`config.mk`:
```
export PLATFORM = sky130hd
export DESIGN_NAME = wavegen_vca_flat
export DESIGN_NICKNAME = d
export VERILOG_FILES = /design/src/rtl/wavegen_vca_if.sv /design/src/rtl/wavegen_vca.sv /design/src/flat_wrapper.sv
export SDC_FILE = /design/constraint.sdc
export NUM_CORES = 1
export LEC_CHECK = 0
export CAP_MARGIN = 20
export CORE_ASPECT_RATIO = 1.4
export CORE_MARGIN = 1.5
export CORE_UTILIZATION = 58
export DETAILED_ROUTE_END_ITERATION = 10
export PLACE_DENSITY = 0.81
export SYNTH_ARGS = -nofsm -noshare
export SYNTH_HDL_FRONTEND = slang
export SYNTH_SLANG_ARGS = --single-unit
```
`constraint.sdc`:
```
create_clock -name clk -period 3.1 [get_ports clk]
set_clock_uncertainty 0.05 [all_clocks]
set_input_delay 0.62 -clock clk [delete_from_list [all_inputs] [get_ports clk]]
set_output_delay 0.62 -clock clk [all_outputs]
set_load 0.1 [all_outputs]
```
`src/rtl/wavegen_vca_if.sv`:
```
// wavegen_vca_if: sample/envelope bundle between wavegen_adsr, the VCA and the mixer.
// master drives the strobe and operands; slave (the VCA) returns the scaled sample.
`timescale 1ns/1ps
interface wavegen_vca_if #(
    parameter int SAMPLE_W = 16,
    parameter int ENV_W    = 8
);
    logic                       sample_strobe;
    logic signed [SAMPLE_W-1:0] sample_in;
    logic        [ENV_W-1:0]    envelope_in;
    logic        [3:0]          level;
    logic signed [SAMPLE_W-1:0] sample_out;
    logic                       out_valid;
    logic                       busy;
    logic                       overrun;

    modport master (
        output sample_strobe,
        output sample_in,
        output envelope_in,
        output level,
        input  sample_out,
        input  out_valid,
        input  busy,
        input  overrun
    );

    modport slave (
        input  sample_strobe,
        input  sample_in,
        input  envelope_in,
        input  level,
        output sample_out,
        output out_valid,
        output busy,
        output overrun
    );
endinterface

```
`src/rtl/wavegen_vca.sv`:
```
// wavegen_vca: serial shift-add VCA, sample x envelope then x channel level.
// Optional WAVEGEN_VCA_SMOOTH_EN slews the envelope by at most 16 per sample.
`timescale 1ns/1ps
module wavegen_vca #(
    parameter int SAMPLE_W = 16,
    parameter int ENV_W    = 8
) (
    input  logic          clk,
    input  logic          rst,
    wavegen_vca_if.slave  bus
);

    localparam int ACC_W     = SAMPLE_W + ENV_W + 1;
    localparam int LVL_SHIFT = 4;

    localparam logic [3:0]     ENV_LAST  = 4'(ENV_W);
    localparam logic [3:0]     LVL_LAST  = 4'(LVL_SHIFT);
    localparam logic [ENV_W:0] ENV_UNITY = {1'b1, {ENV_W{1'b0}}};

    typedef enum logic [1:0] {
        IDLE,
        MUL_ENV,
        MUL_LVL,
        DONE
    } state_t;

    state_t state;
    state_t state_nxt;

    logic                       busy_c;
    logic                       done_c;
    logic                       accept;

    logic [3:0]                 cnt;
    logic signed [ACC_W-1:0]    acc;
    logic signed [ACC_W-1:0]    mcand;
    logic        [ENV_W:0]      mplier;
    logic        [3:0]          lvl_q;
    logic signed [SAMPLE_W-1:0] result;

    logic signed [ACC_W-1:0]    partial;
    logic signed [ACC_W-1:0]    sum;
    logic signed [ACC_W-1:0]    sample_ext;
    logic signed [SAMPLE_W-1:0] p1;
    logic signed [ACC_W-1:0]    p1_ext;
    logic signed [SAMPLE_W-1:0] p2;
    logic        [4:0]          lvl_mult;

    logic        [ENV_W-1:0]    env_src;
    logic        [ENV_W:0]      env_mult;

    logic signed [SAMPLE_W-1:0] sample_out_q;
    logic                       out_valid_q;
    logic                       overrun_q;

    assign accept = (state == IDLE) && bus.sample_strobe;

`ifdef WAVEGEN_VCA_SMOOTH_EN
    localparam logic [ENV_W-1:0] SMOOTH_STEP = ENV_W'(16);

    logic [ENV_W-1:0] env_smooth;
    logic [ENV_W-1:0] env_step;

    // Slew-limited envelope: move toward the target by at most SMOOTH_STEP.
    always_comb begin
        env_step = bus.envelope_in;
        if (bus.envelope_in > env_smooth) begin
            if ((bus.envelope_in - env_smooth) > SMOOTH_STEP) begin
                env_step = env_smooth + SMOOTH_STEP;
            end
        end else begin
            if ((env_smooth - bus.envelope_in) > SMOOTH_STEP) begin
                env_step = env_smooth - SMOOTH_STEP;
            end
        end
    end

    // Smoothed envelope only advances on accepted strobes.
    always_ff @(posedge clk) begin
        if (rst) begin
            env_smooth <= '0;
        end else if (accept) begin
            env_smooth <= env_step;
        end
    end

    assign env_src = env_step;
`else
    assign env_src = bus.envelope_in;
`endif

    // Full-scale envelope maps to 256 so unity gain is exact.
    assign env_mult = (env_src == {ENV_W{1'b1}}) ? ENV_UNITY
                                                 : {1'b0, env_src};

    assign sample_ext = {{(ACC_W-SAMPLE_W){bus.sample_in[SAMPLE_W-1]}},
                         bus.sample_in};
    assign partial    = mplier[0] ? mcand : '0;
    assign sum        = acc + partial;
    assign p1         = sum[SAMPLE_W+ENV_W-1:ENV_W];
    assign p1_ext     = {{(ACC_W-SAMPLE_W){p1[SAMPLE_W-1]}}, p1};
    assign p2         = sum[SAMPLE_W+LVL_SHIFT-1:LVL_SHIFT];
    assign lvl_mult   = {1'b0, lvl_q} + 5'd1;

    // State register.
    always_ff @(posedge clk) begin
        if (rst) begin
            state <= IDLE;
        end else begin
            state <= state_nxt;
        end
    end

    // Next-state: fixed 9 + 5 step multiply, no early-out.
    always_comb begin
        state_nxt = state;
        case (state)
            IDLE: begin
                if (bus.sample_strobe) begin
                    state_nxt = MUL_ENV;
                end
            end
            MUL_ENV: begin
                if (cnt == ENV_LAST) begin
                    state_nxt = MUL_LVL;
                end
            end
            MUL_LVL: begin
                if (cnt == LVL_LAST) begin
                    state_nxt = DONE;
                end
            end
            DONE: begin
                state_nxt = IDLE;
            end
        endcase
    end

    // State-decoded outputs.
    always_comb begin
        busy_c = 1'b0;
        done_c = 1'b0;
        case (state)
            IDLE: begin
                busy_c = 1'b0;
            end
            MUL_ENV, MUL_LVL: begin
                busy_c = 1'b1;
            end
            DONE: begin
                busy_c = 1'b1;
                done_c = 1'b1;
            end
        endcase
    end

    // Shift-add datapath shared by the envelope and level passes.
    always_ff @(posedge clk) begin
        if (rst) begin
            acc    <= '0;
            mcand  <= '0;
            mplier <= '0;
            cnt    <= '0;
            lvl_q  <= '0;
            result <= '0;
        end else begin
            case (state)
                IDLE: begin
                    if (accept) begin
                        acc    <= '0;
                        mcand  <= sample_ext;
                        mplier <= env_mult;
                        lvl_q  <= bus.level;
                        cnt    <= '0;
                    end
                end
                MUL_ENV: begin
                    if (cnt == ENV_LAST) begin
                        acc    <= '0;
                        mcand  <= p1_ext;
                        mplier <= (ENV_W+1)'(lvl_mult);
                        cnt    <= '0;
                    end else begin
                        acc    <= sum;
                        mcand  <= mcand <<< 1;
                        mplier <= mplier >> 1;
                        cnt    <= cnt + 4'd1;
                    end
                end
                MUL_LVL: begin
                    if (cnt == LVL_LAST) begin
                        result <= p2;
                        cnt    <= '0;
                    end else begin
                        acc    <= sum;
                        mcand  <= mcand <<< 1;
                        mplier <= mplier >> 1;
                        cnt    <= cnt + 4'd1;
                    end
                end
                DONE: begin
                    cnt <= '0;
                end
            endcase
        end
    end

    // Registered result, completion pulse and overrun flag.
    always_ff @(posedge clk) begin
        if (rst) begin
            sample_out_q <= '0;
            out_valid_q  <= 1'b0;
            overrun_q    <= 1'b0;
        end else begin
            out_valid_q <= done_c;
            overrun_q   <= bus.sample_strobe && busy_c;
            if (done_c) begin
                sample_out_q <= result;
            end
        end
    end

    assign bus.sample_out = sample_out_q;
    assign bus.out_valid  = out_valid_q;
    assign bus.overrun    = overrun_q;
    assign bus.busy       = busy_c;

endmodule

```
`src/flat_wrapper.sv`:
```
// flat-port wrapper written by rule: the top's interface ports become plain ports
module wavegen_vca_flat 
#(
    parameter int SAMPLE_W = 16,
    parameter int ENV_W    = 8
)
  (clk, rst, bus_sample_strobe, bus_sample_in, bus_envelope_in, bus_level, bus_sample_out, bus_out_valid, bus_busy, bus_overrun);
  wavegen_vca_if #(.SAMPLE_W(SAMPLE_W), .ENV_W(ENV_W)) bus_i ();
  input  logic clk;
  input  logic rst;
  input wire logic [$bits(bus_i.sample_strobe)-1:0] bus_sample_strobe;
  input wire logic [$bits(bus_i.sample_in)-1:0] bus_sample_in;
  input wire logic [$bits(bus_i.envelope_in)-1:0] bus_envelope_in;
  input wire logic [$bits(bus_i.level)-1:0] bus_level;
  output wire logic [$bits(bus_i.sample_out)-1:0] bus_sample_out;
  output wire logic [$bits(bus_i.out_valid)-1:0] bus_out_valid;
  output wire logic [$bits(bus_i.busy)-1:0] bus_busy;
  output wire logic [$bits(bus_i.overrun)-1:0] bus_overrun;
  assign bus_i.sample_strobe = bus_sample_strobe;
  assign bus_i.sample_in = bus_sample_in;
  assign bus_i.envelope_in = bus_envelope_in;
  assign bus_i.level = bus_level;
  assign bus_sample_out = bus_i.sample_out;
  assign bus_out_valid = bus_i.out_valid;
  assign bus_busy = bus_i.busy;
  assign bus_overrun = bus_i.overrun;
  wavegen_vca #(.SAMPLE_W(SAMPLE_W), .ENV_W(ENV_W)) u_core (.clk(clk), .rst(rst), .bus(bus_i));
endmodule
```
After elaboration in Yosys (flattened, before gate mapping)
Index checks and enable logic that the tools add are counted.
Widths: inputs -> output; s select.

storage, ports and cells
  flip-flop bits (word level) = 103
  logic and storage cells = 57
  output and inout port bits = 19

operators by class
  multiplexer cells = 24
  $add $sub $neg = 3
  reductions and logical operators = 9
  equality and inequality tests = 11

operator list
  cell                 count
  $mux 25              7
  $pmux 25 s3          2
  $mux 9               3
  $pmux 9 s3           1
  $add 25x25->25       1
  $pmux 4 s4           1
  $mux 4               3
  $eq 8x8->1 const B   1
  $mux 8               1
  $pmux 2 s4           1
  $mux 2               3
  $ne 2x1->1 const B   3
  $reduce_and 3->1     2
  $add 4x1->5 const B  1
  $add 4x1->4 const B  1
  $eq 2x2->1 const B   2
  $eq 4x3->1 const B   1
  $eq 4x4->1 const B   1
  $ne 2x2->1 const B   2
  $reduce_and 2->1     2
  $reduce_bool 3->1    1
  $reduce_or 3->1      1
  $eq 2x1->1 const B   1
  $logic_and 1x1->1    2
  other kinds (3)      3

Depth between registers and ports, before layout
Gate-level depths: netlist (run 1).

  word-level depth = 4
  mapped depth = 11

Worst setup path before layout (run 1)
OpenSTA, ideal clock, no wires.

  path type = register -> register
  from = reg u_core.mplier[0]
  to = reg u_core.mcand[4]
  library setup time = 0.101 ns
  arrival time = 2.694 ns
  period minus slack after synthesis = 2.845 ns
  cell stages (with the launch flop) = 12
  buffers on the path = 1
  setup slack = 0.255 ns
  cell sequence = dfxtp_1 -> clkbuf_1 -> and2_1 -> ha_1 -> fa_1 -> a21oi_1 -> nor2_1 -> nor4_4 -> o31a_1 -> xnor2_1 -> a221oi_1 -> o41ai_1

on the way
  word-level cells in the longest chain between the ends = 4

ends and longest elaborated chain
  element                 RTL line            source
  start, declared         wavegen_vca.sv:37   logic [ENV_W:0] mplier;
  start signal, assigned  wavegen_vca.sv:172  mplier <= env_mult;
  start signal, assigned  wavegen_vca.sv:181  mplier <= (ENV_W+1)'(lvl_mult);
  start signal, assigned  wavegen_vca.sv:186  mplier <= mplier >> 1;
  $mux 25                 wavegen_vca.sv:98   assign partial = mplier[0] ? mcand : '0;
  $add 25x25->25          wavegen_vca.sv:99   assign sum = acc + partial;
  $mux 25                 wavegen_vca.sv:178  if (cnt == ENV_LAST) begin
  $pmux 25 s3             wavegen_vca.sv:167  case (state)
  end signal, assigned    wavegen_vca.sv:171  mcand <= sample_ext;
  end signal, assigned    wavegen_vca.sv:180  mcand <= p1_ext;
  end signal, assigned    wavegen_vca.sv:185  mcand <= mcand <<< 1;
  end, declared           wavegen_vca.sv:36   logic signed [ACC_W-1:0] mcand;

Every way passes these cells.
A chain may end at the register's enable or synchronous reset.

Final worst setup path (run 1)
  from = reg u_core.mplier[0]
  to = reg u_core.mcand[6]

Same word-level chain as after synthesis.

==> results of run 1 <==
[worst max-delay path: stages (launching register included)]
cell	delay (ns)
dfxtp_1	0.32
buf_4	0.20
and2_1	0.19
ha_1	0.34
a21oi_1	0.26
nand2_1	0.14
nor4_4	0.34
buf_4	0.19
o31ai_1	0.08
xor2_1	0.32
nand2_1	0.12
a311oi_1	0.30
[worst paths after layout]
| path | slack (ns) | start | to | cells past startpoint |
|---|---|---|---|---|
| hold reg to reg | 0.41 | u_core.result[9] | u_core.result[9] | 2 |
| setup reg to reg | 0.14 | u_core.mplier[0] | u_core.mcand[6] | 11 |
| setup / recovery | 0.14 | u_core.mplier[0] | u_core.mcand[6] | 11 |
| hold / removal | 0.41 | u_core.result[9] | u_core.result[9] | 2 |
[flip-flops by register name (all words and copies together) (netlist names)]
name and count:
u_core.acc 24, u_core.mcand 24, u_core.bus.sample_out 16, u_core.result 16, u_core.mplier 9, u_core.cnt 4, u_core.lvl_q 4, u_core.state 2
u_core.bus.out_valid 1, u_core.bus.overrun 1
[cell type report]
class | count | area [um^2]
Tap cell | 135 | 168.9
Clock buffer | 9 | 225.2
Timing Repair Buffer | 78 | 668.1
Fill cell | 834 | 3042
Inverter | 13 | 48.80
Sequential cell | 101 | 2022
Multi-Input combinational cell | 568 | 3575
Clock inverter | 7 | 96.34
[cells in the mapped netlist, types with 6 or more instances]
cell	n	area (um^2)
xnor2_1	10	87.58
a21oi_1	61	305.3
mux2i_1	21	210.2
nand2_1	72	270.3
a221oi_1	13	113.9
o21ai_0	28	140.1
nand2b_1	14	87.58
buf_2	7	35.03
dfxtp_1	101	2022
a21o_1	12	90.09
or3_1	7	43.79
nor2_1	90	337.8
clkbuf_1	30	112.6
a22oi_1	10	75.07
nor4_1	6	37.54
a211oi_1	6	45.04
inv_1	13	48.80
nand3_1	28	140.1
o211ai_1	6	45.04
o21ai_1	10	50.05
nor3_1	21	105.1
buf_1	6	22.52
nor2b_1	6	37.54
o21a_1	7	52.55
xor2_1	10	87.58
nand4_1	6	37.54
and2_1	26	162.7
ha_1	31	387.9
and3_1	7	43.79
[per-layer routing]
metal	wire length, um	GRT usage, %	part of all wire, %	vias up
li1	-	-	-	2682
met1	6554	36.73	40	2698
met2	8139	52.88	49	230
met3	903	4.014	5.5	63
met4	864	18.45	5.2	0
met5	0	0	0	-
[layout by cell type, fill, tap and decap left out, types with 9 or more instances in the layout]
cell type and count:
a21o_1 12, a21oi_1 60, a221oi_1 12, a22oi_1 10, and2_1 26, buf_4 47, clkbuf_16 9, clkdlybuf4s50_1 29
dfxtp_1 101, ha_1 31, inv_1 13, mux2i_1 21, nand2_1 72, nand2b_1 14, nand3_1 28, nor2_1 90
nor3_1 21, o21ai_0 28, o21ai_1 10, xnor2_1 10, xor2_1 10
[power groups by stage]
stage	Clock (mW)	Combinational (mW)	Sequential, mW
after global routing	1.28	2.18	1.71
after floorplan	0	1.37	1.68
after global placement	0	1.92	1.71
after CTS	1.23	1.98	1.69
after detailed placement	0	1.96	1.72
final	1.23	2.02	1.70
[per-stage QoR]
step / total power, mW / setup TNS [ns] / worst slack (ns)
3_5_place_dp: 3.676 / 0 / 0.1105
3_3_place_gp: 3.626 / 0 / 0.1506
2_1_floorplan: 3.053 / 0 / 0.2548
6_report: 4.942 / 0 / 0.1368
4_1_cts: 4.901 / 0 / 0.08159
5_1_grt: 5.176 / -0.01331 / -0.009737
[kinds of logic after synthesis]
kind of cell,share of synthesized area (%)
XOR/XNOR,3.017
flip-flops,34.83
AO/OA/AOI/OAI,21.34
adder cells (fa/ha/maj),7.026
AND/OR/NAND/NOR,25.82
buffers and inverters,3.966
multiplexers,4.009
[repair_timing]
item,4_1_cts,5_1_grt
setup endpoints to repair,0,14
gates resized for setup,0,3
buffers inserted,0,1
==> out/results.ini, run 1 <==
[cts]
path_clk_slew_ns=0.07
h-tree-depth=3
clock_sinks=101
clock_latency_ns=0.35
cts_buffers=9
clockBufferDepth=2
clock_tree.root_cell=clkbuf_16
cts_hold_buf=0
cts_tree=yes

[die]
fp-row-count=43
ios=50
core-area_um2=9846
fp.dieW_um=87.56
start_util_pct=58.97
die_h_um=121.4
dieArea_um2=10630

[logic_synthesis]
synth_nets=789
synth_edf_count=0
synthFlopType=dfxtp_1
syn_inst=726
avgSynthCellArea_um2=7.997
yosysSeqAreaShare_pct=34.83
syn_area_um2=5806
yosysUniqueCellTypes=66
ys_async_sr_fraction_pct=0
synth_seq_cells=101
ys_warn_count=0

[pwr]
seq_power_share_pct=34.4
internal_power_mw=2.954
powerDensity_nw_per_um2=726.4
clockPowerShare_pct=24.8
power.switching_mw=1.988
combPwrFrac_pct=40.8
vdd_ir_drop_max_v=0.0004471
p_sw_share_pct=40.23
leakagePower_nw=2.726

[grt]
grt_overflow_total=0
grt_pass1_wl_um=25670
grt_pass1_vias=5374
antenna_found_initial=0
grt_max_degree=60
grt_use_total_pct=31.12

[sta]
whs_ns=0.4108
clock.fmax_mhz=337.5
finalHoldViolations=0
fin_crit_ns=2.963
tightest_slew_ns=0.7942
max-slew-margin-rel_pct=47.05
fin_crit_sh_pct=95.59
setup_viol=0
drv_slew=0

[routing]
vias=5673
wl_um=16460
postRouteAntennaNets=0
wl_per_cell_um=18.07
drc=0
vias_per_cell=6.227
drt_iter0_markers=451
drt_first_pass_iters=6

[finish]
stdcell_area_um2=6804
layout.cells.non_filler=911
drive_above_1_share_pct=10.57
syn2layout_area_growth_pct=17.20
fin_util_pct=69.11
antenna_cells=0
finalNetCount=834

[critical_path]
criticalPathCategory=register to register
worstPathRequired_ns=3.30
arrival_ns=3.16
endpoint_kind=register
path_max_fanout=25
worst_setup_path_start_kind=register

[placed_design]
io_buffers=49
gp_congestion=0.9372
dpl-instance-area_um2=6460
placedCellCount=894
dpl.hpwl_um=12040

[job]
drv_cap=0

[run_status]
outcome=finished clean

[min_path]
min_path_type=register to register

No activity file was read; power rests on OpenSTA's default activity.
==> inputs of run 2 (changes only) <==
CORE_MARGIN = default   (was 1.5)
CORE_UTILIZATION = 47   (was 58)
PLACE_DENSITY = 0.68   (was 0.81)
==> out/results.ini, run 2 (synthesis gave the netlist of run 1 again) <==
[pwr]
internal_power_mw=2.833
powerDensity_nw_per_um2=711.8
fin_total_pwr_mw=4.870
leakagePower_nw=2.738
clockPowerShare_pct=23.0
seq_power_share_pct=34.9
vdd_ir_drop_max_v=0.0003514
combPwrFrac_pct=42.1
power.switching_mw=2.037
p_sw_share_pct=41.83

[cts]
cts_tree=yes
clock_sinks=101
cts_hold_buf=0
clock_latency_ns=0.35
clockBufferDepth=2
clock_tree.root_cell=clkbuf_16
path_clk_slew_ns=0.07
cts_buffers=9
h-tree-depth=3

[critical_path]
worstPathRequired_ns=3.28
arrival_ns=3.12
path_max_fanout=24
cp_slowest_cell=nor4_2
criticalPathCategory=register to register
worst_setup_path_start_kind=register
crit_chain=buf_12, and2_1, ha_1, a21oi_1, nor2b_1, nor4_4, buf_4, nor4_2, nor2_1, nand4_1, or3b_1
endpoint_kind=register
cpPeakStageDelay_ns=0.51

[die]
fp-row-count=47
dieArea_um2=12810
core-area_um2=11940
ios=50
start_util_pct=48.63
die_h_um=133.5
fp.dieW_um=95.93

[grt]
grtUsageMet2_pct=46.83
use_met1_pct=32.66
grt_busiest_layer=met2
grt_overflow_total=0
grt_pass1_wl_um=26720
grt_pass1_vias=5355
antenna_found_initial=0
grt_use_met3_pct=4.053
grt_max_degree=45
grt_use_total_pct=27.01

[sta]
finalHoldViolations=0
rsz0062_at_grt=no
final.setup.tns_ns=0
clock.fmax_mhz=339.7
fin_crit_ns=2.944
fin_crit_sh_pct=94.96
tightest_slew_ns=0.6480
setup_viol=0
drv_slew=0
max-slew-margin-rel_pct=56.80
whs_ns=0.4063
setup_ws_ns=0.1563

[finish]
final_cell_mix=dfxtp_1, nor2_1, nand2_1
final_common_cell=dfxtp_1
fin_util_pct=57.31
syn2layout_area_growth_pct=17.84
stdcell_area_um2=6842
finalNetCount=840
top_regs=u_core.acc (24), u_core.mcand (24)
layout.cells.non_filler=929
drive_above_1_share_pct=11.13
antenna_cells=0

[placed_design]
dpl.hpwl_um=12440
gp_congestion=0.9230
placedCellCount=912
dpl-instance-area_um2=6533
dp_slack_ns=0.06993
io_buffers=49

[routing]
drc=0
postRouteAntennaNets=0
vias_per_cell=5.962
drt_first_pass_iters=5
wl_um=16590
vias=5539
drt_iter0_markers=416
wl_per_cell_um=17.86

[run_status]
outcome=finished clean

[job]
drv_cap=0

[min_path]
min_path_type=register to register

## run 2: cell count changes in the layout (fill, tap and decap cells not counted), moves of 2 or more
cell        previous run  this run
bufinv_16              2         0
clkinvlp_4             0         2
buf_4                 47        52
clkinv_2               2         0
inv_8                  0         3
## run 2: per-layer routing
metal / vias to the layer above / wire [um]
li1: 2701 / -
met1: 2650 / 6899
met3: 39 / 669
met2: 149 / 8371
met4: 0 / 648
met5: - / 0
## run 2: worst paths after layout
kind / from / endpoint / slack, ns / cells past startpoint
worst max-delay path: u_core.mplier[0] / u_core.mcand[14] / 0.16 / 11
worst min-delay path: u_core.result[12] / u_core.result[12] / 0.41 / 2
worst min register to register: u_core.result[12] / u_core.result[12] / 0.41 / 2
worst max register to register: u_core.mplier[0] / u_core.mcand[14] / 0.16 / 11
## run 2: power groups by stage
stage / logic [mW] / clock network [mW] / registers, mW
final: 2.05 / 1.12 / 1.70
after global routing: 2.23 / 1.19 / 1.72
after CTS: 2.04 / 1.14 / 1.69
after detailed placement: 2.03 / 0 / 1.72
after global placement: 1.98 / 0 / 1.71
after floorplan: 1.37 / 0 / 1.68
## run 2: final cells by class
class	instances	area, um^2
fill	1153	5096
multi-input combinational	568	3570
sequential	101	2022
timing repair buffer	84	725.7
clock buffer	9	225.2
tap	147	183.9
clock inverter	7	66.31
inverter	13	48.80
## run 2: timing repair
item,in CTS,in global routing
setup endpoints to repair,0,13
resized for setup,0,2
buffers inserted,0,1
## run 2: worst max-delay path: cells and delay by family (launching register included)
kind / cells / cell delay [ns]
buf+inv: 2 / 0.33
simple gates: 7 / 1.60
flops: 1 / 0.36
fa+ha+maj: 1 / 0.34
compound gates: 1 / 0.14
==> inputs of run 3 (changes only) <==
CAP_MARGIN = default   (was 20)
CORE_MARGIN = 3   (was default)
==> out/results.ini, run 3 (synthesis gave the netlist of run 1 again) <==
[run_status]
outcome=finished clean

[routing]
drt_iter0_markers=351
wl_met1_um=6774
wl_met3_um=933
vias=5559
wl_per_cell_um=18.06
met2WireLength_um=8333
routed.top_layer=met4
drc=0
vias_per_cell=6.016
wl_um=16690
postRouteAntennaNets=0
drt_first_pass_iters=5

[cts]
cts_buffers=9
h-tree-depth=3
clock_sinks=101
clockBufferDepth=2
clock_latency_ns=0.35
cts_tree=yes
path_clk_slew_ns=0.07
clock_tree.root_cell=clkbuf_16

[die]
dieArea_um2=13740
core-area_um2=11940
ios=50
fp.dieW_um=99.93
fp-row-count=47
start_util_pct=48.63
die_h_um=137.5

[placed_design]
gp_congestion=0.9094
io_buffers=49
placedCellCount=907
dpl.hpwl_um=12290

[finish]
finalNetCount=835
seq_area_um2=2022
antenna_cells=0
multiInputGateArea_um2=3601
final_common_cell=dfxtp_1
top_regs=u_core.acc (24), u_core.mcand (24)
n_fill_cell=1125
layout.cells.non_filler=924
syn2layout_area_growth_pct=18.13
final_cell_mix=dfxtp_1, nor2_1, nand2_1
drive_above_1_share_pct=10.68

[sta]
drv_slew=0
finalHoldViolations=0
setup_viol=0
final.setup.tns_ns=0
fin_crit_sh_pct=98.79
tightest_slew_ns=0.6456
clock.fmax_mhz=326.5
fin_crit_ns=3.063
rsz0062_at_grt=yes
max-slew-margin-rel_pct=56.86

[grt]
antenna_found_initial=0
grt_max_degree=77
grt_pass1_wl_um=26690
grt_use_total_pct=24.58
grt_pass1_vias=5372
grt_overflow_total=0

[critical_path]
path_max_fanout=4
crit_chain=and2_1, ha_1, fa_1, a21oi_1, nor2_1, nor4_4, o31a_1, xnor2_1, a221oi_1, o41ai_1
worst_setup_path_start_kind=register
critPathTopFamily=compound AO/OA/AOI/OAI gates
criticalPathCategory=register to register
worstPathRequired_ns=3.30
endpoint_kind=register
path_buf_inv=0
cpPeakStageDelay_ns=0.44
cp_slowest_cell=fa_1
arrival_ns=3.27

[pwr]
leakagePower_nw=2.745
fin_total_pwr_mw=4.918
powerDensity_nw_per_um2=717.2
vdd_ir_drop_max_v=0.0004272

[min_path]
min_path_type=register to register

[job]
drv_cap=0

[run 3: cell types whose count changed in the layout (fill, tap and decap cells not counted), sizes merged]
cell      previous run  this run
inv                 17        13
mux2i               22        23
clkinvlp             2         1
buf                 55        49
clkinv               1         2
clkbuf               9        12
bufinv               0         1
[run 3: per-stage QoR]
step	area [um^2]	utilization (%)	setup slack, ns	hold WS [ns]
floorplan	5806	-	0.2548	0.3815
global placement	6495	54.41	0.1855	0.3950
detailed placement	6495	54.41	0.1142	0.3991
CTS	6817	57.10	0.08810	0.4086
global route	6858	57.45	-0.03214	0.4216
finish	6858	57.45	0.03750	0.4063
[run 3: path summary, 6_finish.rpt]
check	from	endpoint	slack (ns)	cells after the start
worst max-delay path	u_core.mplier[0]	u_core.mcand[4]	0.04	10
worst min-delay path	u_core.result[1]	u_core.result[1]	0.41	2
worst max register to register	u_core.mplier[0]	u_core.mcand[4]	0.04	10
worst min register to register	u_core.result[1]	u_core.result[1]	0.41	2
[run 3: tightest hold or removal path: stages (launching register included)]
cell and delay [ns]:
dfxtp_1 0.31, nand2_1 0.05, a21oi_1 0.05
[run 3: cell type report]
class	instances	share of cell area (%)
sequential	101	29.48
clock inverter	4	0.8028
multi-input combinational	569	52.51
tap	147	2.682
clock buffer	12	3.886
inverter	13	0.7115
timing repair buffer	78	9.925
[run 3: repair_timing]
action,CTS,global route
hold endpoints to repair,0,0
setup endpoints to repair,0,18
resized for setup,0,6
hold buffers,0,0
buffers inserted,0,0
[run 3: power breakdown]
part / internal (mW) / leakage (nW) / total, mW / switching (mW)
clock: 0.696 / 0.155 / 1.21 / 0.516
sequential: 1.52 / 0.821 / 1.69 / 0.177
combinational: 0.730 / 1.77 / 2.01 / 1.29
total: 2.94 / 2.75 / 4.92 / 1.98
[run 3: metal layers]
metal  vias up  GRT usage [%]
li1       2689              -
met1      2648          29.49
met2       177          42.84
met3        45          3.546
met4         0          11.69
met5         -              0
